==> config.mk <==
export PLATFORM = sky130hd
export DESIGN_NAME = alu_exec_unit
export DESIGN_NICKNAME = d
export VERILOG_FILES = /design/src/rtl/alu_pkg.sv /design/src/rtl/seq_divider.sv /design/src/rtl/alu_exec_unit.sv
export SDC_FILE = /design/constraint.sdc
export NUM_CORES = 1
export LEC_CHECK = 0
export CAP_MARGIN = 20
export CORE_ASPECT_RATIO = 0.8
export CORE_MARGIN = 8
export CORE_UTILIZATION = 37
export DETAILED_ROUTE_END_ITERATION = 12
export GPL_TIMING_DRIVEN = 0
export PLACE_DENSITY_LB_ADDON = 0.08
export RECOVER_POWER = 50
export SLEW_MARGIN = 40
export SYNTH_ARGS = -nofsm -noshare
export SYNTH_HDL_FRONTEND = slang
export SYNTH_SLANG_ARGS = --single-unit
==> constraint.sdc <==
create_clock -name clk -period 14.08 [get_ports clk]
set_clock_uncertainty 0.15 [all_clocks]
set_input_delay 1.408 -clock clk [delete_from_list [all_inputs] [get_ports clk]]
set_output_delay 1.408 -clock clk [all_outputs]
set_load 0.01 [all_outputs]
==> src/rtl/alu_pkg.sv <==
// Shared types for the clocked ALU execution unit.
package alu_pkg;

  typedef enum logic [1:0] {OP_ADD, OP_SUB, OP_MUL, OP_DIV} alu_op_e;

  typedef enum logic [1:0] {IDLE, DIV, DONE} alu_state_e;

endpackage

==> src/rtl/seq_divider.sv <==
// Unsigned restoring divider: one quotient bit per clock, MSB first, WIDTH steps.
module seq_divider #(
  parameter int WIDTH = 16
) (
  input  logic             clk,
  input  logic             rst,
  input  logic             start,
  input  logic [WIDTH-1:0] dividend,
  input  logic [WIDTH-1:0] divisor,
  output logic             done,
  output logic [WIDTH-1:0] quotient,
  output logic [WIDTH-1:0] remainder
);

  localparam int CW = $clog2(WIDTH + 1);

  logic [WIDTH-1:0] quot_q, rem_q, dvs_q;
  logic [CW-1:0]    cnt_q;
  logic [WIDTH:0]   trial;
  logic [WIDTH-1:0] quot_n, rem_n;

  // The final step is presented combinationally so the caller can retire on the same edge.
  always_comb begin
    trial = {rem_q, quot_q[WIDTH-1]} - {1'b0, dvs_q};
    if (!trial[WIDTH]) begin
      rem_n  = trial[WIDTH-1:0];
      quot_n = {quot_q[WIDTH-2:0], 1'b1};
    end else begin
      rem_n  = {rem_q[WIDTH-2:0], quot_q[WIDTH-1]};
      quot_n = {quot_q[WIDTH-2:0], 1'b0};
    end
  end

  assign done      = (cnt_q == CW'(1));
  assign quotient  = quot_n;
  assign remainder = rem_n;

  always_ff @(posedge clk or posedge rst) begin
    if (rst) begin
      quot_q <= '0;
      rem_q  <= '0;
      dvs_q  <= '0;
      cnt_q  <= '0;
    end else if (start) begin
      quot_q <= dividend;
      rem_q  <= '0;
      dvs_q  <= divisor;
      cnt_q  <= CW'(WIDTH);
    end else if (cnt_q != '0) begin
      quot_q <= quot_n;
      rem_q  <= rem_n;
      cnt_q  <= cnt_q - CW'(1);
    end
  end

endmodule

==> src/rtl/alu_exec_unit.sv <==
// Clocked add/sub/mul/div unit with handshake issue and an internal write-back register file.
//  state | meaning
//  IDLE  | waiting for a request, in_ready high
//  DIV   | divider iterating, requests held off
//  DONE  | result valid for one cycle, new request may issue
module alu_exec_unit
  import alu_pkg::*;
#(
  parameter  int WIDTH = 16,
  parameter  int NREG  = 16,
  localparam int AW    = (NREG > 1) ? $clog2(NREG) : 1
) (
  input  logic             clk,
  input  logic             rst,
  input  logic             in_valid,
  output logic             in_ready,
  input  logic [1:0]       f0,
  input  logic [AW-1:0]    wb_addr,
  input  logic [WIDTH-1:0] inp1,
  input  logic [WIDTH-1:0] inp2,
  input  logic             cin,
  input  logic             bin,
  output logic             out_valid,
  output logic [WIDTH-1:0] out,
  output logic [WIDTH-1:0] rem,
  output logic             cout,
  output logic             ovf,
  output logic             div0,
  input  logic [AW-1:0]    rd_addr,
  output logic [WIDTH-1:0] rd_data
);

  alu_state_e       state;
  alu_op_e          op;
  logic [AW-1:0]    wb_q, wr_idx;
  logic [WIDTH-1:0] regs [NREG];

  logic [WIDTH:0]     sum, diff;
  logic [2*WIDTH-1:0] prod;
  logic [WIDTH-1:0]   nx_out, nx_rem, quot, remd;
  logic               nx_cout, nx_ovf, nx_div0;
  logic               ld, start_div, div_done, wr_en;

  assign op       = alu_op_e'(f0);
  assign in_ready = (state != DIV);

  seq_divider #(.WIDTH(WIDTH)) u_div (
    .clk       (clk),
    .rst       (rst),
    .start     (start_div),
    .dividend  (inp1),
    .divisor   (inp2),
    .done      (div_done),
    .quotient  (quot),
    .remainder (remd)
  );

  always_comb begin
    sum       = {1'b0, inp1} + {1'b0, inp2} + (WIDTH+1)'(cin);
    diff      = {1'b0, inp1} - {1'b0, inp2} - (WIDTH+1)'(bin);
    prod      = {{WIDTH{1'b0}}, inp1} * {{WIDTH{1'b0}}, inp2};
    nx_out    = '0;
    nx_rem    = '0;
    nx_cout   = 1'b0;
    nx_ovf    = 1'b0;
    nx_div0   = 1'b0;
    ld        = 1'b0;
    start_div = 1'b0;
    wr_idx    = wb_addr;
    if (state == DIV) begin
      if (div_done) begin
        ld     = 1'b1;
        nx_out = quot;
        nx_rem = remd;
        wr_idx = wb_q;
      end
    end else if (in_valid) begin
      case (op)
        OP_ADD: begin
          ld      = 1'b1;
          nx_out  = sum[WIDTH-1:0];
          nx_cout = sum[WIDTH];
        end
        OP_SUB: begin
          ld      = 1'b1;
          nx_out  = diff[WIDTH-1:0];
          nx_cout = diff[WIDTH];
        end
        OP_MUL: begin
          ld     = 1'b1;
          nx_out = prod[WIDTH-1:0];
          nx_ovf = (prod[2*WIDTH-1:WIDTH] != '0);
        end
        OP_DIV: begin
          if (inp2 == '0) begin
            ld      = 1'b1;
            nx_out  = '1;
            nx_rem  = inp1;
            nx_div0 = 1'b1;
          end else begin
            start_div = 1'b1;
          end
        end
      endcase
    end
  end

  // Indices beyond the file depth are accepted but never written.
  assign wr_en = ld && (int'(wr_idx) < NREG);

  always_ff @(posedge clk or posedge rst) begin
    if (rst) begin
      state     <= IDLE;
      wb_q      <= '0;
      out_valid <= 1'b0;
      out       <= '0;
      rem       <= '0;
      cout      <= 1'b0;
      ovf       <= 1'b0;
      div0      <= 1'b0;
    end else begin
      out_valid <= ld;
      if (ld) begin
        state <= DONE;
        out   <= nx_out;
        rem   <= nx_rem;
        cout  <= nx_cout;
        ovf   <= nx_ovf;
        div0  <= nx_div0;
      end else if (start_div) begin
        state <= DIV;
        wb_q  <= wb_addr;
      end else if (state == DONE) begin
        state <= IDLE;
      end
    end
  end

  always_ff @(posedge clk or posedge rst) begin
    if (rst) begin
      for (int i = 0; i < NREG; i++) regs[i] <= '0;
    end else if (wr_en) begin
      regs[wr_idx] <= nx_out;
    end
  end

  assign rd_data = (int'(rd_addr) < NREG) ? regs[rd_addr] : '0;

endmodule

After elaboration in Yosys (flattened, before gate mapping)
Index checks and enable logic that the tools add are counted.
Widths: inputs -> output; s select.

word-level totals
  word-level logic and storage cells = 104
  flip-flop bits (word level) = 351
  input bits = 47
  output and inout bits = 53

operators by class
  order comparisons = 3
  reductions and logical operators = 9
  add/sub/neg operators = 6
  mux-type cells = 47
  equality and inequality tests = 7
  bitwise logic cells = 3
  multipliers = 1

operators by type and width
  cell                 number
  $mux 16              17
  $bwmux 256           1
  $bmux 16 s4          1
  $demux 16 s4         1
  $pmux 16 s4          1
  $mul 16x16->32       1
  $add 16x16->17       1
  $add 17x1->17        1
  $mux 1               17
  $sub 16x16->17       1
  $sub 17x1->17        1
  $sub 17x16->17       1
  $logic_not 16->1     1
  $reduce_bool 16->1   1
  $ge 5x5->1 const B   2
  $mux 5               2
  $not 4->5            2
  $mux 4               2
  $eq 2x2->1 const B   3
  $mux 2               3
  $eq 5x1->1 const B   1
  $lt 5x1->1 const B   1
  $reduce_bool 5->1    1
  $sub 5x1->5 const B  1
  10 further kinds     12

Logic depth before layout (Yosys ltp)
Gate-level depths: netlist of run 1.

  depth in word-level cells = 9
  depth in mapped cells = 26
  gate-level depth less buffers = 23

Hierarchy
Synthesis of run 1 repeated with hierarchy kept, for this count alone.

unflattened totals
  cells, all modules = 2793
  area, all modules = 26914.6 µm²

modules (own cells, without submodules)
  module         cells each  seq. area each (µm²)  instances  area an instance (µm²)
  alu_exec_unit  2403        7457.2                1          23406.2
  seq_divider    390         1326.3                1          3508.4

Worst setup path after synthesis of run 1
OpenSTA, ideal clock, no wires.

  path type = input port to flip-flop
  from = input port inp1[12]
  to = register ovf
  buffers on the path = 3
  stages on the path = 23
  library setup time = 0.144 ns
  data arrival time = 7.281 ns
  slack = 6.505 ns
  cell sequence = clkbuf_1 -> clkbuf_1 -> nand2_1 -> fa_1 -> fa_1 -> inv_1 -> fa_1 -> inv_1 -> fa_1 -> fa_1 -> fa_1 -> inv_1 -> ha_1 -> clkbuf_1 -> o21ai_0 -> a211oi_1 -> nor2_1 -> or2_2 -> o21ai_0 -> nand4_1 -> or3_1 -> a2111oi_0 -> a41oi_1

between the ends
  word-level cells in the longest chain between the ends = 5

ends and longest elaborated chain
  what                  RTL line              RTL
  from (decl)           alu_exec_unit.sv:19   input logic [WIDTH-1:0] inp1,
  $mul 16x16->32        alu_exec_unit.sv:61   prod = {{WIDTH{1'b0}}, inp1} * {{WIDTH{1'b0}}, inp2};
  $reduce_bool 16->1    alu_exec_unit.sv:92   nx_ovf = (prod[2*WIDTH-1:WIDTH] != '0);
  $mux 1                alu_exec_unit.sv:78   case (op)
  $mux 1                alu_exec_unit.sv:77   end else if (in_valid) begin
  $mux 1                alu_exec_unit.sv:70   if (state == DIV) begin
  to (signal assigned)  alu_exec_unit.sv:128  ovf <= nx_ovf;
  to (decl)             alu_exec_unit.sv:27   output logic ovf,

Every way passes these cells.
A chain may end at the register's enable or synchronous reset.

Worst setup path after layout of run 1
  from = input port inp1[6]
  to = register regs[43] (netlist bit)

between the ends
  word-level cells in the longest chain between the ends = 6
  elaborated cells on any way between the ends = 9
  classes of those cells = add/sub: 4; mul: 1; mux: 4

ends and longest elaborated chain
  what                                                                    RTL line              RTL
  parallel branches: the longest is 2 deep, another holds $mul 16x16->32  n/a
  $pmux 16 s4 *                                                           alu_exec_unit.sv:78
  $mux 16 *                                                               alu_exec_unit.sv:77
  $mux 16 *                                                               alu_exec_unit.sv:70
  $bwmux 256 *                                                            alu_exec_unit.sv:143  regs[wr_idx] <= nx_out;
  to (signal, indexed assignment)                                         alu_exec_unit.sv:143
  to (decl)                                                               alu_exec_unit.sv:36   logic [WIDTH-1:0] regs [NREG];

Every way passes the cells marked *.

==> impl_metrics.ini, run 1 <==
[sta]
fin_tns_setup_ns = 0
period_share_pct = 67.9
setup_repair_after_global_routing_missed_its_margin = no
timing.final.hold_violations = 0
final_critical_delay_including_setup_and_external_delays_ns = 9.56
max-slew-margin-rel_pct = -177
fmax_mhz = 105
hold-worst-slack_ns = 0.320
tightestPinTransition_ns = 4.15
slew_violations = 212
setup-violations-final = 0

[min_path]
worstHoldPathType = reg2reg
min_path_cells = 2
holdPathEnd = out[6]
hold_path.startpoint = out[6]

[clock_tree]
clock-sinks = 351
cts-root-to-sink-buffers = 3
hold_buffers = 0
clk-insertion-delay-late_ns = 0.54
cts_setup_buffers = 0
cts_buffers = 36
clk_pin_slew_worst_paths_ns = 0.06
cts_tree = built
cts_resized = 0
buffer_cell_driving_the_clock_tree_root = sky130_fd_sc_hd__clkbuf_16
ctsHtreeMaxLevel = 2

[setup_path]
critical_path_stages = 23
r2r-end = u_div.rem_q[11]
critPathLaunchType = input pin
cp_data_required_time_ns = 14.31
cp-end-kind = flip-flop
crit_buf_inv = 7
path_cells = clkdlybuf4s50_1 > clkbuf_1 > clkbuf_1 > nand2_1 > fa_1 > inv_1 > fa_1 > ha_1 > inv_1 > fa_1 > fa_1 > inv_1 > fa_1 > ha_1 > a21o_1 > or3_1 > o21ai_1 > xnor2_1 > o2111ai_1 > nand2_1 > a211oi_2 > clkbuf_1 > o21ai_0
r2r_cells = 14
arrival_ns = 9.79
critical_path.reg2reg.startpoint = u_div.quot_q[15]
path_delay_family = adder cells
max_stage_delay_ns = 0.70
critical_path_peak_fanout = 10
reg2reg_slack_ns = 9.99
crit_slowest_cell = sky130_fd_sc_hd__clkbuf_1
path_class = in2reg
critPathMostFrequentCell = sky130_fd_sc_hd__fa_1

[routing]
drt-vias-per-instance = 5.53
via_count = 21711
postRouteAntennaNets = 0
drt-initial-drc-count = 1883
per_cell_routed_wire_length_um = 24.3
drt_pass1_iterations = 5
drt_drc_violations_left = 0
drt-total-wl_mm = 95.4

[power_and_ir_drop]
power.static_leakage_nw = 13.5
peakVddDrop_mv = 0.373
power_frac_seq_pct = 20.7
power_frac_comb_pct = 66.2
clock_power_share_pct = 13.1
sw_frac_of_total_pct = 49.7
power.total_w = 0.00756
cellInternalPower_w = 0.00380
power_density_nw_per_um2 = 249
p_sw_w = 0.00376

[yosys]
synth_ff_type = sky130_fd_sc_hd__dfrtp_1
ys_ff_latch = 351
ys_async_sr_fraction_pct = 100
number_of_synthesized_flops_with_an_enable_pin = 0
synth.distinct_cells = 89
syn_area_per_cell_sq_um = 9.57
yosysSeqAreaShare_pct = 32.6
postSynthNetCount = 3225
synthesis.instances = 2811
netlist.top_cell.by_area = sky130_fd_sc_hd__dfrtp_1
synth_top_cell_area_share_pct = 32.6
synth.cell_area_sq_um = 26900
yosys_warnings = 0
synth.area.top_cells = sky130_fd_sc_hd__dfrtp_1 33%, sky130_fd_sc_hd__fa_1 15%, sky130_fd_sc_hd__ha_1 7.8%

[floorplanning]
vertical_extent_of_the_die_um = 257
die_area_sq_um = 81600
dieWidth_um = 317
boundaryPins = 100
floorplan.initialDensity_pct = 37.4
core-area_sq_um = 72000
fp-row-count = 88

[finish]
layout.cells.most_common_list = 435 x sky130_fd_sc_hd__nand2_1, 351 x sky130_fd_sc_hd__dfrtp_1, 288 x sky130_fd_sc_hd__inv_1
layout_commonest_cell = sky130_fd_sc_hd__nand2_1
drive_gt1_share_pct = 7.56
syn_to_final_growth_pct = 12.9
final_net_count = 3367
post-route-util_pct = 42.2

[place]
global_placer_s_final_weighted_congestion = 0.893
place.port_buffers = 95
detailedPlacementHpwl_mm = 75.8

[job]
maxCapViolCount = 3

[status]
outcome = complete, but fails checks
failed_checks = capacitance limit, slew limit

[grt]
grt.overflow.total = 0
grt_use_total_pct = 22.9
grt_pass1_wl_mm = 143
grt_antenna_before_repair = 7
pin_count_of_the_biggest_net_entering_global_routing = 80
number_of_global_route_vias_before_repair = 21741
==> sequential cells by signal, summed over array words and instances, names as in the netlist <==
signal and flops:
out_valid 1, rem 16, state 2, u_div.quot_q 16
out 16, cout 1, regs 256, div0 1
wb_q 4, u_div.cnt_q 5, ovf 1, u_div.rem_q 16
u_div.dvs_q 16
==> per-layer routing <==
metal  wire length [um]  global-route usage [%]  up-vias
met3              10400                    8.43      110
li1                   -                       -     9713
met2              36800                    29.8      768
met5                 49                   0.420        -
met1              46200                    35.4    11118
met4               1910                    4.66        2
==> per-stage QoR <==
step	std cells	cell area, sq um	setup WS [ns]
after floorplan	2811	26900	2.79
after global placement	3851	29000	-1.73
after detailed placement	3857	29200	3.99
after CTS	3919	30400	4.55
after global routing	3923	30400	3.95
final	3927	30400	4.52
==> logic make-up (layout without fill, tap and decap cells) <==
| logic type | after synthesis | in the layout | share of synthesized area (%) |
|---|---|---|---|
| XOR/XNOR | 54 | 54 | 1.76 |
| multiplexers | 122 | 122 | 8.29 |
| AO/OA/AOI/OAI | 607 | 607 | 13.9 |
| adder cells (fa/ha/maj) | 367 | 367 | 22.6 |
| other | 0 | 5 | 0 |
| buffers and inverters | 469 | 635 | 6.73 |
| flip-flops | 351 | 351 | 32.6 |
| AND/OR/NAND/NOR | 841 | 841 | 14.1 |
==> worst reg2reg max path: cells and delay by family (launching register included) <==
kind,cells,cell delay [ns]
flops,1,0.39
fa+ha+maj,2,0.56
simple gates,2,0.26
buf+inv,3,0.37
mux,1,0.72
compound gates,6,1.52
==> cell type report <==
cell class | instances | area [sq um]
multi-input cells | 1991 | 16300
inverters | 291 | 1100
repair buffers | 104 | 1020
plain buffers | 178 | 749
clock buffers | 53 | 1080
clock inverters | 9 | 110
diodes | 5 | 12.5
well taps | 945 | 1180
fillers | 7167 | 41600
flip-flops and latches | 351 | 8780
==> power by group through the flow <==
stage               logic, W  registers [W]  clock network [W]
floorplan            0.00341        0.00153                  0
global placement     0.00490        0.00157                  0
detailed placement   0.00493        0.00158                  0
CTS                  0.00497        0.00157            0.00101
global route         0.00552        0.00161            0.00105
finish               0.00500        0.00157           0.000989
==> synth_stat cells (7+ instances only) <==
cell type and count:
sky130_fd_sc_hd__clkbuf_1 155, sky130_fd_sc_hd__buf_1 11, sky130_fd_sc_hd__ha_1 168, sky130_fd_sc_hd__mux2i_1 35, sky130_fd_sc_hd__nand2_1 435, sky130_fd_sc_hd__mux2_2 7
sky130_fd_sc_hd__o21ai_0 244, sky130_fd_sc_hd__o21ai_1 14, sky130_fd_sc_hd__nor2_1 165, sky130_fd_sc_hd__o21bai_1 7, sky130_fd_sc_hd__and2_1 113, sky130_fd_sc_hd__inv_1 289
sky130_fd_sc_hd__or3_1 9, sky130_fd_sc_hd__a21oi_1 158, sky130_fd_sc_hd__nand4_1 10, sky130_fd_sc_hd__nand2b_1 17, sky130_fd_sc_hd__o31ai_1 7, sky130_fd_sc_hd__a21o_1 23
sky130_fd_sc_hd__a211oi_1 38, sky130_fd_sc_hd__fa_1 199, sky130_fd_sc_hd__nand3_1 22, sky130_fd_sc_hd__xor2_1 11, sky130_fd_sc_hd__xnor2_1 43, sky130_fd_sc_hd__mux4_2 80
sky130_fd_sc_hd__nor3_1 14, sky130_fd_sc_hd__dfrtp_1 351, sky130_fd_sc_hd__a31oi_1 24, sky130_fd_sc_hd__o21a_1 7, sky130_fd_sc_hd__nor4_1 12, sky130_fd_sc_hd__nor2b_1 11
==> worst max path at each step <==
stage                 start       end
CTS                 inp1[6]  regs[43]
finish              inp1[6]  regs[43]
global placement        rst   regs[2]
global route            rst   regs[0]
detailed placement  inp1[6]  regs[43]
floorplan               rst      cout
Note: power is estimated with default switching activity, not from simulation.
==> run 2, diff against run 1 <==
- clock period: 14.08 -> 7.7 ns (I/O delays scaled with it)
==> impl_metrics.ini, run 2 (synthesis gave the netlist of run 1 again) <==
[status]
outcome = finished clean

[grt]
grt_use_total_pct = 22.7
grt_antenna_before_repair = 10
pin_count_of_the_biggest_net_entering_global_routing = 25
grt_pass1_wl_mm = 143
grt.overflow.total = 0
number_of_global_route_vias_before_repair = 21741

[finish]
flip_flop_count_of_the_largest_register_after_layout = 256
final_cells = 3931
syn_to_final_growth_pct = 13.1
final_design_area_no_fill_sq_um = 30400
final_net_count = 3376
drive_gt1_share_pct = 9.08
regMostFlops = regs
layout.cells.most_common_list = 435 x sky130_fd_sc_hd__nand2_1, 351 x sky130_fd_sc_hd__dfrtp_1, 288 x sky130_fd_sc_hd__inv_1
layout_commonest_cell = sky130_fd_sc_hd__nand2_1
post-route-util_pct = 42.2
antenna-diode-count = 0
num-fill-cells = 7249

[routing]
via_count = 21768
drt_drc_violations_left = 0
per_cell_routed_wire_length_um = 24.0
postRouteAntennaNets = 0
drt-vias-per-instance = 5.54
drt_pass1_iterations = 5
drt-initial-drc-count = 1859
drt-total-wl_mm = 94.4

[setup_path]
arrival_ns = 7.74
critical_path_peak_fanout = 10
cp_data_required_time_ns = 7.90
critPathLaunchType = input pin
cp-end-kind = flip-flop
path_class = in2reg

[sta]
slew_violations = 0
final_critical_delay_including_setup_and_external_delays_ns = 7.53
period_share_pct = 97.8
tightestPinTransition_ns = 1.36
hold-worst-slack_ns = 0.321
setup-violations-final = 0
setup_repair_after_global_routing_missed_its_margin = no
timing.final.hold_violations = 0
max-slew-margin-rel_pct = 9.54
fmax_mhz = 133

[clock_tree]
clock-sinks = 351
clk_pin_slew_worst_paths_ns = 0.07
clk-insertion-delay-late_ns = 0.53
cts_tree = built
buffer_cell_driving_the_clock_tree_root = sky130_fd_sc_hd__clkbuf_16
ctsHtreeMaxLevel = 2
cts_buffers = 36
cts-root-to-sink-buffers = 3

[min_path]
worstHoldPathType = reg2reg

[floorplanning]
boundaryPins = 100
die_area_sq_um = 81600
vertical_extent_of_the_die_um = 257
fp-row-count = 88
floorplan.initialDensity_pct = 37.4
dieWidth_um = 317
core-area_sq_um = 72000

[place]
dpl_cell_area_sq_um = 29500
detailedPlacementHpwl_mm = 75.8
place.port_buffers = 95
global_placer_s_final_weighted_congestion = 0.884
placed_cells = 3871

[power_and_ir_drop]
power.total_w = 0.0139
power.static_leakage_nw = 13.7
peakVddDrop_mv = 0.623
power_density_nw_per_um2 = 458

[job]
maxCapViolCount = 0
[run 2: repair_timing]
action                                  in CTS  in global routing
buffers inserted                             0                  2
resized for setup                           85                 61
endpoints found under the setup margin     122                 54
pin swaps                                    1                  4
hold buffers                                 0                  0
[run 2: path summary, 6_finish.rpt]
path | startpoint | end | slack [ns] | cells after the start
max | inp2[8] | ovf | 0.17 | 19
min | out[1] | out[1] | 0.32 | 2
max reg2reg | u_div.quot_q[15] | u_div.rem_q[11] | 3.58 | 14
min reg2reg | out[1] | out[1] | 0.32 | 2
max in group asynchronous | rst | regs[11] | 1.08 | 8
min in group asynchronous | rst | regs[133] | 0.65 | 2
[run 2: worst max-delay path: stages]
cell,delay [ns]
sky130_fd_sc_hd__dlygate4sd2_1,0.64
sky130_fd_sc_hd__clkbuf_2,0.43
sky130_fd_sc_hd__nand2_1,0.13
sky130_fd_sc_hd__fa_1,0.50
sky130_fd_sc_hd__fa_1,0.52
sky130_fd_sc_hd__fa_1,0.47
sky130_fd_sc_hd__fa_1,0.54
sky130_fd_sc_hd__fa_1,0.45
sky130_fd_sc_hd__fa_1,0.49
sky130_fd_sc_hd__inv_1,0.04
sky130_fd_sc_hd__ha_1,0.40
sky130_fd_sc_hd__a21o_1,0.24
sky130_fd_sc_hd__a31oi_1,0.47
sky130_fd_sc_hd__o211ai_1,0.14
sky130_fd_sc_hd__nor4_1,0.32
sky130_fd_sc_hd__nand4_1,0.15
sky130_fd_sc_hd__or3_1,0.40
sky130_fd_sc_hd__a2111oi_2,0.35
sky130_fd_sc_hd__a41oi_1,0.25
[run 2: per-layer routing]
layer	part of all wire [%]	vias up	routed length [um]	track usage (%)
li1	-	9744	-	-
met1	50	11122	46700	36.0
met2	39	805	37300	30.5
met3	9.5	93	8970	6.26
met4	1.5	4	1390	3.35
met5	0.056	-	53	0.360
[run 2: cell type report]
class | count | area (sq um) | area share (%)
multi-input cells | 1991 | 16400 | 53.8
well taps | 945 | 1180 | 3.89
clock inverters | 7 | 52.6 | 0.173
inverters | 291 | 1090 | 3.59
repair buffers | 118 | 1030 | 3.38
clock buffers | 55 | 1060 | 3.49
flip-flops and latches | 351 | 8780 | 28.9
plain buffers | 173 | 842 | 2.77
[run 2: power breakdown]
group | total, W | switching [W] | internal (W)
clock | 0.00171 | 0.000757 | 0.000953
combinational | 0.00936 | 0.00582 | 0.00354
sequential | 0.00287 | 0.000384 | 0.00248
total | 0.0139 | 0.00696 | 0.00698
[run 2: stage by stage]
stage               setup slack (ns)  setup TNS [ns]
CTS                          0.00289               0
global placement               -1.75         -301.55
finish                         0.166               0
detailed placement             -1.82         -145.55
global route                  0.0158               0
floorplan                      0.763               0
==> run 3, diff against run 2 <==
- PLACE_DENSITY: unset -> 0.59
- PLACE_DENSITY_LB_ADDON: 0.08 -> unset
- SLEW_MARGIN: 40 -> 10
==> impl_metrics.ini, run 3 (synthesis gave the netlist of run 1 again) <==
[finish]
syn_to_final_growth_pct = 13.1
regMostFlops = regs
layout.cells.most_common_list = 435 x sky130_fd_sc_hd__nand2_1, 351 x sky130_fd_sc_hd__dfrtp_1, 288 x sky130_fd_sc_hd__inv_1
layout_commonest_cell = sky130_fd_sc_hd__nand2_1
drive_gt1_share_pct = 8.17
final_net_count = 3376
final_design_area_no_fill_sq_um = 30400
flip_flop_count_of_the_largest_register_after_layout = 256
num-fill-cells = 7123

[grt]
grt.overflow.total = 0
number_of_global_route_vias_before_repair = 21741
grt_pass1_wl_mm = 137
grt_use_total_pct = 21.5
grt_antenna_before_repair = 3
pin_count_of_the_biggest_net_entering_global_routing = 36

[floorplanning]
vertical_extent_of_the_die_um = 257
boundaryPins = 100
dieWidth_um = 317
die_area_sq_um = 81600
fp-row-count = 88
core-area_sq_um = 72000
floorplan.initialDensity_pct = 37.4

[min_path]
hold_path.startpoint = out[4]
holdPathEnd = out[4]
worstHoldPathType = reg2reg
min_path_cells = 2

[clock_tree]
cts_buffers = 40
clk-insertion-delay-late_ns = 0.58
clk_pin_slew_worst_paths_ns = 0.06
clock-sinks = 351
buffer_cell_driving_the_clock_tree_root = sky130_fd_sc_hd__clkbuf_16
hold_buffers = 0
ctsHtreeMaxLevel = 2
cts_tree = built
cts-root-to-sink-buffers = 3

[sta]
fin_tns_setup_ns = 0
fmax_mhz = 133
setup_repair_after_global_routing_missed_its_margin = no
final_critical_delay_including_setup_and_external_delays_ns = 7.50
slew_violations = 272
tightestPinTransition_ns = 1.94
max-slew-margin-rel_pct = -29.0
setup-violations-final = 0
period_share_pct = 97.5
timing.final.hold_violations = 0
hold-worst-slack_ns = 0.317

[setup_path]
path_class = in2reg
crit_slowest_cell = sky130_fd_sc_hd__fa_1
cp_data_required_time_ns = 7.96
path_cells = clkdlybuf4s50_1 > buf_2 > buf_2 > nand2_1 > fa_1 > inv_1 > fa_1 > ha_1 > inv_1 > fa_1 > fa_1 > inv_1 > fa_1 > ha_1 > a21o_1 > or3_1 > o21ai_1 > xnor2_1 > o2111ai_1 > nand2_1 > a211oi_4 > clkbuf_2 > o21ai_0
r2r-end = regs[80]
crit_buf_inv = 7
cp-end-kind = flip-flop
r2r_cells = 13
arrival_ns = 7.76
critical_path.reg2reg.startpoint = u_div.quot_q[15]
critical_path_peak_fanout = 10
max_stage_delay_ns = 0.55
critPathMostFrequentCell = sky130_fd_sc_hd__fa_1
path_delay_family = adder cells
reg2reg_slack_ns = 3.09
critPathLaunchType = input pin

[routing]
via_count = 21598
drt-total-wl_mm = 88.0
drt-vias-per-instance = 5.49
drt-initial-drc-count = 1970
drt_pass1_iterations = 5
drt_drc_violations_left = 0
postRouteAntennaNets = 0
per_cell_routed_wire_length_um = 22.4

[place]
global_placer_s_final_weighted_congestion = 0.947
detailedPlacementHpwl_mm = 68.5
dpl_cell_area_sq_um = 29300
place.port_buffers = 95

[power_and_ir_drop]
power.static_leakage_nw = 13.6
p_sw_w = 0.00659
peakVddDrop_mv = 0.627
power_frac_seq_pct = 21.1
power_frac_comb_pct = 65.7
sw_frac_of_total_pct = 48.5
power_density_nw_per_um2 = 447
cellInternalPower_w = 0.00701
clock_power_share_pct = 13.2

[status]
failed_checks = capacitance limit, slew limit
outcome = complete, but fails checks

[job]
maxCapViolCount = 8
## run 3: cell count changes in the layout (fill, tap and decap cells not counted), sizes merged
| cell | delta |
|---|---|
| buf | -7 |
| clkinv | +4 |
| inv | +1 |
| clkinvlp | +1 |
| diode | +4 |
| dlymetal6s2s | -1 |
| dlymetal6s4s | -1 |
| clkdlybuf4s15 | -1 |
| clkdlybuf4s50 | +2 |
| dlygate4sd2 | +5 |
| clkbuf | -4 |
## run 3: layout make-up
type                            instances  area, sq um  area share, %
Antenna cell                            4         10.0         0.0329
Timing Repair Buffer                  113         1050           3.47
Inverter                              291         1090           3.59
Tap cell                              945         1180           3.88
Multi-Input combinational cell       1991        16300           53.7
Clock buffer                           52         1060           3.47
Buffer                                174          782           2.57
Sequential cell                       351         8780           28.9
Clock inverter                         13          133          0.436
## run 3: routing by layer
layer / vias up / track usage (%) / wire [um]
met2: 813 / 30.8 / 36400
met3: 104 / 4.83 / 7950
met1: 10923 / 32.8 / 41900
li1: 9756 / - / -
met5: - / 0 / 13
met4: 2 / 4.55 / 1730
## run 3: power groups by stage
stage | Sequential [W] | Clock, W | Combinational, W
global route | 0.00294 | 0.00190 | 0.00988
detailed placement | 0.00288 | 0 | 0.00863
floorplan | 0.00279 | 0 | 0.00623
finish | 0.00287 | 0.00179 | 0.00893
global placement | 0.00288 | 0 | 0.00859
CTS | 0.00286 | 0.00183 | 0.00870
## run 3: worst min-delay path, cell delays in order, from the launching register on
cell                      delay [ns]
sky130_fd_sc_hd__dfrtp_1        0.33
sky130_fd_sc_hd__nand2_1        0.05
sky130_fd_sc_hd__nand2_1        0.06
## run 3: worst max path at each step
| stage | startpoint | endpoint | slack (ns) | depth (start not counted) |
|---|---|---|---|---|
| floorplan | inp1[12] | ovf | 0.76 | 23 |
| global placement | inp1[6] | regs[29] | -1.59 | 24 |
| detailed placement | inp1[6] | regs[45] | -1.59 | 24 |
| CTS | inp1[12] | ovf | 0.005 | 24 |
| global route | inp1[5] | regs[107] | 0.01 | 23 |
| finish | inp1[5] | regs[107] | 0.20 | 23 |
## run 3: per-stage QoR
stage	cells	utilization, %	power, W	setup WS, ns
final	3934	42.3	0.0136	0.196
after global routing	3930	42.3	0.0147	0.0100
after CTS	3929	42.4	0.0134	0.00479
after detailed placement	3863	40.7	0.0115	-1.59
after global placement	3851	40.3	0.0115	-1.59
after floorplan	2811	-	0.00902	0.763
## run 3: timing repair
| action | CTS | global route |
|---|---|---|
| setup buffers | 2 | 1 |
| gates resized for setup | 66 | 45 |
| pin swaps | 1 | 2 |
| setup endpoints to repair | 89 | 39 |
| hold endpoints to repair | 0 | 0 |
| cloned | 0 | 0 |
